<file path="src/rtl/pipelined_sparse_sum_generator.sv">
// Two-stage valid/ready carry-select sum builder for the 4-sparse carry generator.
// S1 registers per-group conditional sums and carries; S2 selects with the sparse carries.
module pipelined_sparse_sum_generator #(
  parameter int N_BIT = 32
) (
  input  logic               clock,
  input  logic               reset,
  input  logic               in_valid,
  output logic               in_ready,
  input  logic [N_BIT-1:0]   operand_1,
  input  logic [N_BIT-1:0]   operand_2,
  input  logic               carry_in,
  input  logic [N_BIT/4-1:0] sparse_carry,
  output logic               out_valid,
  input  logic               out_ready,
  output logic [N_BIT-1:0]   sum,
  output logic               carry_out,
  output logic               overflow
);

  localparam int N_GRP = N_BIT / 4;

  logic                       s1_en;
  logic                       s2_en;
  logic                       s1_valid;
  logic                       s1_cin;
  logic [N_GRP-1:0]           s1_sc;
  logic [N_GRP-1:0][3:0]      s1_s0;
  logic [N_GRP-1:0][3:0]      s1_s1;
  logic                       s1_msb_c0;
  logic                       s1_msb_c1;

  logic [N_GRP-1:0][3:0]      grp_s0;
  logic [N_GRP-1:0][3:0]      grp_s1;
  logic [3:0]                 hi3_c0;
  logic [3:0]                 hi3_c1;

  logic [N_GRP-1:0]           grp_sel;
  logic [N_BIT-1:0]           nxt_sum;
  logic                       nxt_co;
  logic                       nxt_ov;
  logic                       msb_cin;

  assign s2_en    = ~out_valid | out_ready;
  assign s1_en    = ~s1_valid | s2_en;
  assign in_ready = s1_en;

  // Conditional group sums; bits N_BIT-4..N_BIT-2 also give the carry into the MSB.
  always_comb begin
    grp_s0 = '0;
    grp_s1 = '0;
    for (int g = 0; g < N_GRP; g++) begin
      grp_s0[g] = operand_1[4*g +: 4] + operand_2[4*g +: 4];
      grp_s1[g] = operand_1[4*g +: 4] + operand_2[4*g +: 4] + 4'd1;
    end
    hi3_c0 = {1'b0, operand_1[N_BIT-2 -: 3]} + {1'b0, operand_2[N_BIT-2 -: 3]};
    hi3_c1 = {1'b0, operand_1[N_BIT-2 -: 3]} + {1'b0, operand_2[N_BIT-2 -: 3]} + 4'd1;
  end

  always_ff @(posedge clock) begin
    if (reset) begin
      s1_valid  <= 1'b0;
      s1_cin    <= 1'b0;
      s1_sc     <= '0;
      s1_s0     <= '0;
      s1_s1     <= '0;
      s1_msb_c0 <= 1'b0;
      s1_msb_c1 <= 1'b0;
    end else if (s1_en) begin
      s1_valid <= in_valid;
      if (in_valid) begin
        s1_cin    <= carry_in;
        s1_sc     <= sparse_carry;
        s1_s0     <= grp_s0;
        s1_s1     <= grp_s1;
        s1_msb_c0 <= hi3_c0[3];
        s1_msb_c1 <= hi3_c1[3];
      end
    end
  end

  // Group g is selected by the carry into its LSB: carry_in for g=0, else sparse_carry[g-1].
  assign grp_sel = {s1_sc[N_GRP-2:0], s1_cin};

  always_comb begin
    nxt_sum = '0;
    for (int g = 0; g < N_GRP; g++) begin
      nxt_sum[4*g +: 4] = grp_sel[g] ? s1_s1[g] : s1_s0[g];
    end
    nxt_co  = s1_sc[N_GRP-1];
    msb_cin = grp_sel[N_GRP-1] ? s1_msb_c1 : s1_msb_c0;
    nxt_ov  = msb_cin ^ nxt_co;
  end

  always_ff @(posedge clock) begin
    if (reset) begin
      out_valid <= 1'b0;
      sum       <= '0;
      carry_out <= 1'b0;
      overflow  <= 1'b0;
    end else if (s2_en) begin
      out_valid <= s1_valid;
      if (s1_valid) begin
        sum       <= nxt_sum;
        carry_out <= nxt_co;
        overflow  <= nxt_ov;
      end
    end
  end

endmodule

</file>
<file path="config.mk">
export PLATFORM = sky130hd
export DESIGN_NAME = pipelined_sparse_sum_generator
export DESIGN_NICKNAME = d
export VERILOG_FILES = /design/src/rtl/pipelined_sparse_sum_generator.sv
export SDC_FILE = /design/constraint.sdc
export NUM_CORES = 1
export LEC_CHECK = 0
export ABC_AREA = 1
export BUFFER_PORTS_ARGS = -buffer_cell sky130_fd_sc_hd__buf_4
export CAP_MARGIN = 15
export CELL_PAD_IN_SITES_DETAIL_PLACEMENT = 2
export CELL_PAD_IN_SITES_GLOBAL_PLACEMENT = 2
export CORE_MARGIN = 1
export CORE_UTILIZATION = 31
export DETAILED_ROUTE_END_ITERATION = 7
export PLACE_DENSITY_LB_ADDON = 0.25
export SETUP_SLACK_MARGIN = 0.4
export SLEW_MARGIN = 10
export SYNTH_ARGS = -nofsm -noshare
export SYNTH_HDL_FRONTEND = slang
export SYNTH_SLANG_ARGS = --single-unit
</file>
<file path="constraint.sdc">
create_clock -name clock -period 1.7 [get_ports clock]
set_input_delay 0.17 -clock clock [delete_from_list [all_inputs] [get_ports clock]]
set_output_delay 0.17 -clock clock [all_outputs]
set_load 0.005 [all_outputs]
</file>
==> flow_results.xml, run 1 <==
<?xml version="1.0" encoding="UTF-8"?>
<metrics>
  <group name="floorplan">
    <metric name="floorplan.initialDensity" unit="">0.316</metric>
    <metric name="rows" unit="">49</metric>
    <metric name="core-area" unit="mm^2">0.0179</metric>
    <metric name="area_enclosed_by_the_die_boundary" unit="mm^2">0.0188</metric>
    <metric name="io_pins" unit="">113</metric>
    <metric name="chipWidth" unit="um">137</metric>
    <metric name="floorplan.die.height" unit="um">137</metric>
  </group>
  <group name="layout">
    <metric name="antenna-diode-count" unit="">0</metric>
    <metric name="final_nets" unit="">991</metric>
    <metric name="layout-area-overhead-vs-synth" unit="%">29.1</metric>
    <metric name="final.fill_count" unit="">2053</metric>
    <metric name="final_cell_mix" unit="">117 x buf_4, 112 x a21oi_1, 110 x nand2_1</metric>
    <metric name="post-route-cell-area" unit="mm^2">0.00730</metric>
    <metric name="final_common_cell" unit="">buf_4</metric>
    <metric name="drive_above_1_share" unit="">0.226</metric>
  </group>
  <group name="clock_tree">
    <metric name="ctsLongestPathBuffers" unit="">2</metric>
    <metric name="clock_tree_from_tritoncts" unit="">done</metric>
    <metric name="clk_pin_slew_worst_paths" unit="ps">80</metric>
    <metric name="worstSkewPairLatency" unit="ps">350</metric>
    <metric name="clockRootBuffer" unit="">clkbuf_16</metric>
    <metric name="cts-buffers-inserted" unit="">9</metric>
    <metric name="cts_num_sinks" unit="">111</metric>
    <metric name="cts_max_level" unit="">3</metric>
  </group>
  <group name="setup_path">
    <metric name="flop_to_flop_setup_slack" unit="ps">460</metric>
    <metric name="critical_path.slowest_cell" unit="">fa_2</metric>
    <metric name="slowest_cell_delay_on_critical_path" unit="ps">570</metric>
    <metric name="cp_common_cell" unit="">a21oi_1</metric>
    <metric name="critPathMaxFanout" unit="">3</metric>
    <metric name="path_class" unit="">in -&gt; reg</metric>
    <metric name="worst_ep_arrival_time" unit="ps">1530</metric>
    <metric name="cp-end-kind" unit="">register</metric>
    <metric name="start_kind" unit="">primary input</metric>
    <metric name="crit_required" unit="ps">1950</metric>
    <metric name="critical_path.n_buffers_inverters" unit="">1</metric>
    <metric name="crit_path_cell_trace" unit="">buf_4 -&gt; ha_4 -&gt; fa_2 -&gt; nand2_2 -&gt; nor2_4 -&gt; a21oi_1 -&gt; a21oi_1 -&gt; nor2_1</metric>
    <metric name="crit_family" unit="">adder cells</metric>
  </group>
  <group name="power">
    <metric name="post-layout-total-power" unit="mW">6.80</metric>
    <metric name="p_leak" unit="nW">3.49</metric>
    <metric name="irDropWorstVdd" unit="uV">442</metric>
    <metric name="power.density_cell_area" unit="mW/mm^2">932</metric>
  </group>
  <group name="global_route">
    <metric name="groute.usage.overall" unit="">0.188</metric>
    <metric name="grt_start_max_net_pins" unit="">47</metric>
    <metric name="grt_first_pass_wirelength" unit="mm">27.8</metric>
    <metric name="globalRouteOverflowTotal" unit="">0</metric>
    <metric name="first_global_vias" unit="">5965</metric>
    <metric name="antenna_found_initial" unit="">0</metric>
  </group>
  <group name="hold_path">
    <metric name="hold_path.class" unit="">in -&gt; reg</metric>
  </group>
  <group name="sta">
    <metric name="min_period" unit="ps">1280</metric>
    <metric name="worst_slew_margin_rel" unit="">0.731</metric>
    <metric name="worst_clock_skew" unit="ps">7.40</metric>
    <metric name="peak_clock_frequency_supported_by_timing" unit="MHz">782</metric>
    <metric name="tightest_slew" unit="ps">404</metric>
    <metric name="report.final.hold_viol_count" unit="">0</metric>
    <metric name="grt_setup_unrepaired" unit="">true</metric>
    <metric name="setup-tns-final" unit="ps">0</metric>
    <metric name="timing_max_transition_violations_final" unit="">0</metric>
    <metric name="report.final.setup_viol" unit="">0</metric>
    <metric name="min_period_over_period" unit="">0.752</metric>
  </group>
  <group name="logic_synthesis">
    <metric name="postSynthRegisterBits" unit="">111</metric>
    <metric name="synthesis.area_per_instance" unit="um^2">7.26</metric>
    <metric name="synth_top_area_share" unit="">0.393</metric>
    <metric name="synth.top_cells.by_area" unit="">dfxtp_1 39%, a21oi_1 10%, nand2_1 7.9%, ha_1 7.5%, o21ai_0 7.3%</metric>
    <metric name="syn_area" unit="mm^2">0.00566</metric>
    <metric name="post_synth_num_cell_types" unit="">24</metric>
    <metric name="proportion_of_synthesized_chip_area_in_sequential_cells" unit="">0.393</metric>
    <metric name="yosysTopAreaCell" unit="">dfxtp_1</metric>
    <metric name="synth_nets" unit="">898</metric>
    <metric name="synthesis.yosys.warnings" unit="">0</metric>
    <metric name="netlist_instances" unit="">779</metric>
  </group>
  <group name="status">
    <metric name="result_of_the_run" unit="">completed</metric>
  </group>
  <group name="place">
    <metric name="dpl_cell_area" unit="mm^2">0.00677</metric>
    <metric name="place_hpwl" unit="mm">12.5</metric>
    <metric name="gp_congestion" unit="">0.773</metric>
    <metric name="port_buffers" unit="">112</metric>
  </group>
  <group name="drt">
    <metric name="route.detailed.vias_per_inst" unit="">4.87</metric>
    <metric name="drt_wl_total" unit="mm">17.0</metric>
    <metric name="post_drt_wl_per_cell" unit="um">15.4</metric>
    <metric name="antenna_violating_nets_remaining" unit="">0</metric>
    <metric name="num_vias" unit="">5391</metric>
    <metric name="drt_iter0_markers" unit="">190</metric>
    <metric name="drtPass1Iterations" unit="">6</metric>
    <metric name="post-route-drc-count" unit="">0</metric>
  </group>
  <group name="run">
    <metric name="maxCapViolations" unit="">0</metric>
  </group>
</metrics>
==> worst min-delay path: stages <==
cell and delay [ps]:
buf_4 70, o21ai_0 70, nor2_1 80
==> area by class of cell <==
| type | count | area (um^2) | share of cell area |
|---|---|---|---|
| multi-input combinational | 516 | 3010 | 0.412 |
| tap | 229 | 287 | 0.0392 |
| clock inverter | 4 | 76.3 | 0.0105 |
| clock buffer | 12 | 256 | 0.0351 |
| timing repair buffer | 124 | 1030 | 0.142 |
| inverter | 110 | 415 | 0.0569 |
| sequential | 111 | 2220 | 0.305 |
==> worst paths after layout <==
kind | cells past startpoint | start | endpoint
max | 8 | operand_1[28] | s1_msb_c1
min | 3 | sparse_carry[2] | s1_sc[2]
max reg2reg | 6 | out_valid | sum[12]
min reg2reg | 2 | s1_s0[25] | s1_s0[25]
==> cell usage after synthesis, drive strengths merged <==
library cell	instances
inv	110
xor2	8
nand3	28
dfxtp	111
or2	5
mux2i	1
o21ai	85
a31oi	1
fa	8
ha	34
buf	31
a211oi	8
nand2	120
clkbuf	11
nor2	105
a21oi	113
==> registers in the layout (all words and copies together), names as in the netlist, 8 cells and up <==
signal  count
s1_s0      32
s1_s1      32
s1_sc       8
sum        32
==> timing repair <==
action	4_1_cts	5_1_grt
pin swaps	0	20
hold endpoints to repair	0	0
hold buffers	0	0
gates resized for setup	8	39
gates cloned	1	0
endpoints found under the setup margin	37	58
buffers inserted	0	1
==> where the power goes <==
part	switching, mW	leakage [nW]	total [mW]	internal, mW
Clock	0.979	0.159	2.36	1.38
Combinational	0.824	2.41	1.48	0.658
Sequential	0.136	0.920	2.96	2.82
Total	1.94	3.49	6.80	4.86
==> per-stage QoR <==
step	setup WS, ps	hold slack [ps]	util	instances
6_report	421	83.3	0.408	1106
2_1_floorplan	344	334	-	779
5_1_grt	336	111	0.408	1106
3_5_place_dp	16.0	440	0.378	1088
4_1_cts	395	67.0	0.400	1105
3_3_place_gp	115	433	0.378	1088
==> metal layers <==
| metal | part of all wire | GRT usage | up-vias |
|---|---|---|---|
| li1 | - | - | 2681 |
| met1 | 0.43 | 0.213 | 2614 |
| met2 | 0.54 | 0.363 | 79 |
| met3 | 0.019 | 0.0159 | 17 |
| met4 | 0.014 | 0.0641 | 0 |
| met5 | 0 | 0 | - |
==> cell families after synthesis <==
kind of cell	Yosys count	share of synthesized area
compound gates	207	0.194
xor+xnor	8	0.0124
fa+ha+maj	42	0.104
buf+inv	152	0.115
flops	111	0.393
mux	1	0.00177
simple gates	258	0.181
Power figures use the tool's default switching activity.
==> run 2, diff against run 1 <==
Settings changed: CORE_UTILIZATION 31 to 28.
Clock period 1.7 ns to 1 ns, I/O delays scaled along.
==> run 2 against run 1 <==
Net effect:
- the run now ends with negative setup slack left
- via count increased by 8.7%
- core utilization grew 5.3 points
- worst hold slack worse by 73 ps
- clock power rose by 67%
- critical path depth unchanged
- critical path type is now reg -> reg
==> flow_results.xml, run 2 (synthesis results as in run 1) <==
<?xml version="1.0" encoding="UTF-8"?>
<metrics>
  <group name="status">
    <metric name="result_of_the_run" unit="">finished, violations left</metric>
    <metric name="failed_checks" unit="">negative setup slack</metric>
  </group>
  <group name="clock_tree">
    <metric name="worstSkewPairLatency" unit="ps">360</metric>
    <metric name="hold_buffers" unit="">0</metric>
    <metric name="clk_pin_slew_worst_paths" unit="ps">70</metric>
    <metric name="cts_num_sinks" unit="">111</metric>
    <metric name="clockRootBuffer" unit="">clkbuf_16</metric>
    <metric name="cts-buffers-inserted" unit="">9</metric>
    <metric name="ctsLongestPathBuffers" unit="">2</metric>
    <metric name="clock_tree_from_tritoncts" unit="">done</metric>
    <metric name="cts_max_level" unit="">3</metric>
  </group>
  <group name="global_route">
    <metric name="antenna_found_initial" unit="">0</metric>
    <metric name="grt_start_max_net_pins" unit="">39</metric>
    <metric name="groute.usage.overall" unit="">0.217</metric>
    <metric name="grtUsageMet3" unit="">0.0318</metric>
    <metric name="grt-busiest-layer" unit="">met2</metric>
    <metric name="globalRouteOverflowTotal" unit="">0</metric>
    <metric name="globalRouteMet2Util" unit="">0.415</metric>
    <metric name="met1_usage" unit="">0.243</metric>
    <metric name="grt_first_pass_wirelength" unit="mm">34.4</metric>
    <metric name="first_global_vias" unit="">6697</metric>
  </group>
  <group name="hold_path">
    <metric name="hold-path-cell-count" unit="">3</metric>
    <metric name="hold_crit_endpoint" unit="">s1_sc[2]</metric>
    <metric name="hold_path.class" unit="">in -&gt; reg</metric>
    <metric name="hold_start" unit="">sparse_carry[2]</metric>
  </group>
  <group name="setup_path">
    <metric name="critPathMaxFanout" unit="">10</metric>
    <metric name="flop_to_flop_setup_slack" unit="ps">-250</metric>
    <metric name="r2r_end" unit="">s1_s1[31]</metric>
    <metric name="crit_required" unit="ps">1260</metric>
    <metric name="regToRegStartpoint" unit="">out_valid</metric>
    <metric name="start_kind" unit="">register</metric>
    <metric name="worst_r2r_path_depth" unit="">8</metric>
    <metric name="worst_ep_arrival_time" unit="ps">1510</metric>
    <metric name="cp-end-kind" unit="">register</metric>
    <metric name="path_class" unit="">reg -&gt; reg</metric>
  </group>
  <group name="layout">
    <metric name="final_common_cell" unit="">buf_4</metric>
    <metric name="multiInputGateArea" unit="mm^2">0.00355</metric>
    <metric name="final_nets" unit="">1077</metric>
    <metric name="final.fill_count" unit="">2188</metric>
    <metric name="layout-area-overhead-vs-synth" unit="%">60.0</metric>
    <metric name="antenna-diode-count" unit="">0</metric>
    <metric name="drive_above_1_share" unit="">0.428</metric>
    <metric name="biggestRegsByFlops" unit="">s1_s0 (32), s1_s1 (32), sum (32)</metric>
    <metric name="final_cell_mix" unit="">141 x buf_4, 113 x nand2_1, 105 x inv_1</metric>
    <metric name="final-seq-area" unit="mm^2">0.00228</metric>
  </group>
  <group name="sta">
    <metric name="worst_slew_margin_rel" unit="">0.739</metric>
    <metric name="holdWs" unit="ps">10.7</metric>
    <metric name="worst_clock_skew" unit="ps">8.69</metric>
    <metric name="min_period_over_period" unit="">1.25</metric>
    <metric name="report.final.setup_viol" unit="">112</metric>
    <metric name="tightest_slew" unit="ps">391</metric>
    <metric name="peak_clock_frequency_supported_by_timing" unit="MHz">800</metric>
    <metric name="timing_max_transition_violations_final" unit="">0</metric>
    <metric name="report.final.hold_viol_count" unit="">0</metric>
    <metric name="grt_setup_unrepaired" unit="">true</metric>
    <metric name="postLayoutSetupSlackWorst" unit="ps">-250</metric>
    <metric name="min_period" unit="ps">1250</metric>
  </group>
  <group name="power">
    <metric name="power.density_cell_area" unit="mW/mm^2">1400</metric>
    <metric name="irDropWorstVdd" unit="uV">604</metric>
    <metric name="p_leak" unit="nW">4.13</metric>
    <metric name="post-layout-total-power" unit="mW">12.7</metric>
  </group>
  <group name="place">
    <metric name="gp_congestion" unit="">0.757</metric>
    <metric name="port_buffers" unit="">112</metric>
    <metric name="place_hpwl" unit="mm">13.6</metric>
  </group>
  <group name="floorplan">
    <metric name="chipWidth" unit="um">144</metric>
    <metric name="core-area" unit="mm^2">0.0197</metric>
    <metric name="floorplan.initialDensity" unit="">0.288</metric>
    <metric name="rows" unit="">51</metric>
    <metric name="floorplan.die.height" unit="um">144</metric>
    <metric name="area_enclosed_by_the_die_boundary" unit="mm^2">0.0208</metric>
    <metric name="io_pins" unit="">113</metric>
  </group>
  <group name="drt">
    <metric name="drtPass1Iterations" unit="">4</metric>
    <metric name="num_vias" unit="">5860</metric>
    <metric name="antenna_violating_nets_remaining" unit="">0</metric>
    <metric name="post_drt_wl_per_cell" unit="um">17.9</metric>
    <metric name="post-route-drc-count" unit="">0</metric>
    <metric name="route.detailed.vias_per_inst" unit="">4.77</metric>
    <metric name="drt_wl_total" unit="mm">22.0</metric>
    <metric name="drt_iter0_markers" unit="">207</metric>
  </group>
  <group name="run">
    <metric name="maxCapViolations" unit="">0</metric>
  </group>
</metrics>
[run 2: cell count changes in the layout (fill, tap and decap cells not counted), sizes merged]
cell      before  now
buf          123  207
bufbuf         1    2
clkbuf        12   11
clkinv         0    2
clkinvlp       1    2
inv          111  110
[run 2: final cells by class]
| cell class | instances | area share |
|---|---|---|
| inverter | 110 | 0.0478 |
| clock inverter | 6 | 0.00940 |
| sequential | 111 | 0.252 |
| multi-input combinational | 516 | 0.392 |
| clock buffer | 10 | 0.0253 |
| tap | 265 | 0.0366 |
| timing repair buffer | 210 | 0.236 |
[run 2: layer usage]
layer	wire, um	vias to the layer above
li1	-	2847
met1	9030	2891
met2	11900	95
met3	576	27
met4	488	0
met5	0	-
[run 2: where the power goes]
group	leakage [nW]	internal [mW]	switching (mW)
Combinational	3.04	1.78	1.82
Sequential	0.935	4.82	0.316
Clock	0.148	2.19	1.76
[run 2: repair_timing]
action	in CTS	in global routing
pin swaps	7	11
endpoints found under the setup margin	147	147
resized for setup	152	57
setup buffers	25	9
cloned	9	1
[run 2: through the flow]
stage          TNS [ps]  utilization  worst slack [ps]  cells  area [um^2]
6_report         -19460        0.460              -250   1228         9050
5_1_grt          -25280        0.460              -308   1228         9050
4_1_cts          -18710        0.444              -231   1218         8730
3_5_place_dp     -29080        0.383              -571   1168         7530
3_3_place_gp     -22770        0.383              -504   1168         7530
2_1_floorplan     -8840            -              -285    779         6140
[run 2: worst max path at each step]
stage,cells past startpoint,from,endpoint
after floorplan,9,operand_1[28],s1_s1[31]
after global placement,10,operand_1[28],s1_s1[31]
after detailed placement,11,operand_1[28],s1_s1[31]
after CTS,6,out_valid,s1_s1[0]
after global routing,6,out_valid,s1_msb_c1
final,8,out_valid,s1_s1[31]
[run 2: critical path, cell delays in order, from the launching register on]
cell	delay (ps)
dfxtp_4	380
nand3_4	110
nand2_8	160
inv_12	70
buf_12	160
nor2_4	90
nor2_2	40
nand2_1	80
inv_1	50
==> run 3, diff against run 2 <==
Settings changed: ABC_AREA 1 to unset, CORE_UTILIZATION 28 to 30.
==> run 3 against run 2 <==
Net effect:
- the run still ends with negative setup slack left
- sequential power up 1%
- clock skew up 4.9 ps
- cell count is 15% lower
- setup slack worse by 400 ps
- register-to-register slack got worse by 400 ps
- core utilization increased by 8.5 points
- first-iteration DRC count rose by 58%
- synthesized cell count fell by 23%
- largest power group unchanged
- highest routed layer unchanged
==> flow_results.xml, run 3 <==
<?xml version="1.0" encoding="UTF-8"?>
<metrics>
  <group name="drt">
    <metric name="post-route-drc-count" unit="">0</metric>
    <metric name="met3WireLength" unit="mm">1.42</metric>
    <metric name="met2_length" unit="mm">16.1</metric>
    <metric name="antenna_violating_nets_remaining" unit="">0</metric>
    <metric name="topRoutingLayerUsed" unit="">met4</metric>
    <metric name="post_drt_wl_per_cell" unit="um">30.3</metric>
    <metric name="routedLengthMet1" unit="mm">13.2</metric>
    <metric name="num_vias" unit="">5915</metric>
    <metric name="drt_iter0_markers" unit="">328</metric>
    <metric name="route.detailed.vias_per_inst" unit="">5.64</metric>
    <metric name="drt_wl_total" unit="mm">31.8</metric>
    <metric name="drtPass1Iterations" unit="">7</metric>
  </group>
  <group name="hold_path">
    <metric name="hold_start" unit="">sparse_carry[2]</metric>
    <metric name="hold_crit_endpoint" unit="">s1_sc[2]</metric>
    <metric name="hold_path.class" unit="">in -&gt; reg</metric>
    <metric name="hold-path-cell-count" unit="">3</metric>
  </group>
  <group name="sta">
    <metric name="timing_max_transition_violations_final" unit="">0</metric>
    <metric name="report.final.hold_viol_count" unit="">0</metric>
    <metric name="grt_setup_unrepaired" unit="">true</metric>
    <metric name="postLayoutSetupSlackWorst" unit="ps">-654</metric>
    <metric name="holdWs" unit="ps">1.26</metric>
    <metric name="worst_slew_margin_rel" unit="">0.590</metric>
    <metric name="min_period_over_period" unit="">1.65</metric>
    <metric name="peak_clock_frequency_supported_by_timing" unit="MHz">604</metric>
    <metric name="tightest_slew" unit="ps">611</metric>
    <metric name="report.final.setup_viol" unit="">112</metric>
    <metric name="min_period" unit="ps">1650</metric>
    <metric name="worst_clock_skew" unit="ps">13.5</metric>
  </group>
  <group name="layout">
    <metric name="layout-area-overhead-vs-synth" unit="%">76.7</metric>
    <metric name="final_nets" unit="">938</metric>
    <metric name="post-route-cell-area" unit="mm^2">0.00950</metric>
    <metric name="final_cell_mix" unit="">163 x buf_4, 74 x dfxtp_1, 48 x buf_6</metric>
    <metric name="final_common_cell" unit="">buf_4</metric>
    <metric name="biggestRegsByFlops" unit="">s1_s0 (32), s1_s1 (32), sum (32)</metric>
    <metric name="drive_above_1_share" unit="">0.573</metric>
    <metric name="antenna-diode-count" unit="">0</metric>
    <metric name="finish.cell_count_without_fillers" unit="">1049</metric>
  </group>
  <group name="logic_synthesis">
    <metric name="synth_nets" unit="">719</metric>
    <metric name="synth_top_area_share" unit="">0.413</metric>
    <metric name="proportion_of_synthesized_chip_area_in_sequential_cells" unit="">0.413</metric>
    <metric name="yosysMostFrequentCell" unit="">dfxtp_1</metric>
    <metric name="syn_area" unit="mm^2">0.00538</metric>
    <metric name="yosysTopAreaCell" unit="">dfxtp_1</metric>
    <metric name="ffs_w_async_s_r_synth" unit="">0</metric>
    <metric name="synth_enable_flop_cells" unit="">0</metric>
    <metric name="synthesis.area_per_instance" unit="um^2">8.96</metric>
    <metric name="post_synth_num_cell_types" unit="">31</metric>
    <metric name="netlist_instances" unit="">600</metric>
    <metric name="ys_dominant_reg_cell" unit="">dfxtp_1</metric>
    <metric name="postSynthRegisterBits" unit="">111</metric>
    <metric name="synth.top_cells.by_area" unit="">dfxtp_1 41%, ha_1 7.9%, a211oi_1 6.8%, mux2i_1 6.5%, nand2_1 5.9%</metric>
    <metric name="synthTopCellsByCount" unit="">111 x dfxtp_1, 85 x nand2_1, 60 x nor2_1</metric>
    <metric name="synthesis.yosys.warnings" unit="">0</metric>
  </group>
  <group name="place">
    <metric name="dpl_cell_area" unit="mm^2">0.00737</metric>
    <metric name="port_buffers" unit="">112</metric>
    <metric name="place_worst_setup_slack" unit="ps">-947</metric>
    <metric name="numPlacedInstances" unit="">967</metric>
    <metric name="place_hpwl" unit="mm">14.0</metric>
    <metric name="gp_congestion" unit="">0.769</metric>
  </group>
  <group name="global_route">
    <metric name="grt_first_pass_wirelength" unit="mm">39.7</metric>
    <metric name="antenna_found_initial" unit="">0</metric>
    <metric name="groute.usage.overall" unit="">0.293</metric>
    <metric name="grt_start_max_net_pins" unit="">45</metric>
    <metric name="globalRouteOverflowTotal" unit="">0</metric>
    <metric name="first_global_vias" unit="">6442</metric>
  </group>
  <group name="floorplan">
    <metric name="core-area" unit="mm^2">0.0174</metric>
    <metric name="floorplan.initialDensity" unit="">0.309</metric>
    <metric name="chipWidth" unit="um">136</metric>
    <metric name="floorplan.die.height" unit="um">136</metric>
    <metric name="rows" unit="">48</metric>
    <metric name="area_enclosed_by_the_die_boundary" unit="mm^2">0.0185</metric>
    <metric name="io_pins" unit="">113</metric>
  </group>
  <group name="setup_path">
    <metric name="crit_required" unit="ps">1290</metric>
    <metric name="start_kind" unit="">register</metric>
    <metric name="regToRegStartpoint" unit="">out_valid</metric>
    <metric name="r2r_end" unit="">s1_s0[0]</metric>
    <metric name="worst_r2r_path_depth" unit="">8</metric>
    <metric name="critPathMaxFanout" unit="">7</metric>
    <metric name="worst_ep_arrival_time" unit="ps">1940</metric>
    <metric name="path_class" unit="">reg -&gt; reg</metric>
    <metric name="flop_to_flop_setup_slack" unit="ps">-650</metric>
    <metric name="cp-end-kind" unit="">register</metric>
  </group>
  <group name="power">
    <metric name="post-layout-total-power" unit="mW">13.7</metric>
    <metric name="irDropWorstVdd" unit="uV">779</metric>
    <metric name="p_leak" unit="nW">3.93</metric>
    <metric name="power.density_cell_area" unit="mW/mm^2">1450</metric>
  </group>
  <group name="clock_tree">
    <metric name="cts-buffers-inserted" unit="">9</metric>
    <metric name="worstSkewPairLatency" unit="ps">380</metric>
    <metric name="clock_tree_from_tritoncts" unit="">done</metric>
    <metric name="cts_max_level" unit="">3</metric>
    <metric name="cts_num_sinks" unit="">111</metric>
    <metric name="ctsLongestPathBuffers" unit="">2</metric>
    <metric name="clockRootBuffer" unit="">clkbuf_16</metric>
    <metric name="clk_pin_slew_worst_paths" unit="ps">80</metric>
  </group>
  <group name="status">
    <metric name="result_of_the_run" unit="">finished, violations left</metric>
    <metric name="failed_checks" unit="">negative setup slack</metric>
  </group>
  <group name="run">
    <metric name="maxCapViolations" unit="">0</metric>
  </group>
</metrics>
-- run 3: layout make-up --
| cell class | instances | area [um^2] |
|---|---|---|
| fillers | 1660 | 7920 |
| multi-input cells | 440 | 3910 |
| repair buffers | 253 | 2720 |
| flip-flops and latches | 111 | 2270 |
| well taps | 225 | 282 |
| clock buffers | 11 | 243 |
| clock inverters | 5 | 57.6 |
| inverters | 4 | 17.5 |
-- run 3: per-layer routing --
| layer | up-vias | global-route usage |
|---|---|---|
| met5 | - | 0 |
| met4 | 0 | 0.127 |
| met3 | 80 | 0.0548 |
| met2 | 240 | 0.506 |
| met1 | 3027 | 0.354 |
| li1 | 2568 | - |
-- run 3: stage by stage --
stage          setup TNS (ps)  utilization
5_1_grt                -59700        0.545
3_5_place_dp           -43520        0.423
3_3_place_gp           -37240        0.423
4_1_cts                -39500        0.512
2_1_floorplan          -22010            -
6_report               -55810        0.545
-- run 3: power breakdown --
part           total, mW  internal [mW]  switching [mW]  leakage [nW]
combinational       4.52           2.20            2.32          2.85
sequential          5.20           4.82           0.386         0.930
clock               4.01           2.02            1.99         0.149
-- run 3: logic make-up (layout without fill, tap and decap cells) --
logic type / count (synthesis) / in the layout / synth area share
mux: 35 / 35 / 0.0652
compound gates: 143 / 143 / 0.177
flops: 111 / 111 / 0.413
fa+ha+maj: 42 / 42 / 0.109
buf+inv: 49 / 273 / 0.0396
xor+xnor: 19 / 19 / 0.0310
simple gates: 201 / 201 / 0.165
-- run 3: timing repair --
action                     CTS  global route
hold endpoints to repair     4             0
cloned                      15             5
setup buffers               28            18
gates resized for setup    169            73
pin swaps                   31            34
setup endpoints to repair  147           147
-- run 3: worst max path at each step --
| stage | start | to | slack, ps | cells past startpoint |
|---|---|---|---|---|
| 2_1_floorplan | operand_1[28] | s1_s1[31] | -580 | 6 |
| 3_5_place_dp | operand_1[28] | s1_msb_c1 | -950 | 7 |
| 6_report | out_valid | s1_s0[0] | -650 | 8 |
| 5_1_grt | out_valid | s1_s0[0] | -680 | 8 |
| 4_1_cts | out_valid | s1_s1[31] | -440 | 5 |
| 3_3_place_gp | operand_1[28] | s1_s1[31] | -750 | 7 |
-- run 3: critical path, stage by stage (launching register included) --
cell,delay [ps]
dfxtp_2,360
and3b_2,310
inv_4,70
nand2_4,110
buf_12,160
buf_8,120
buf_16,120
nand2_1,80
a21oi_1,220
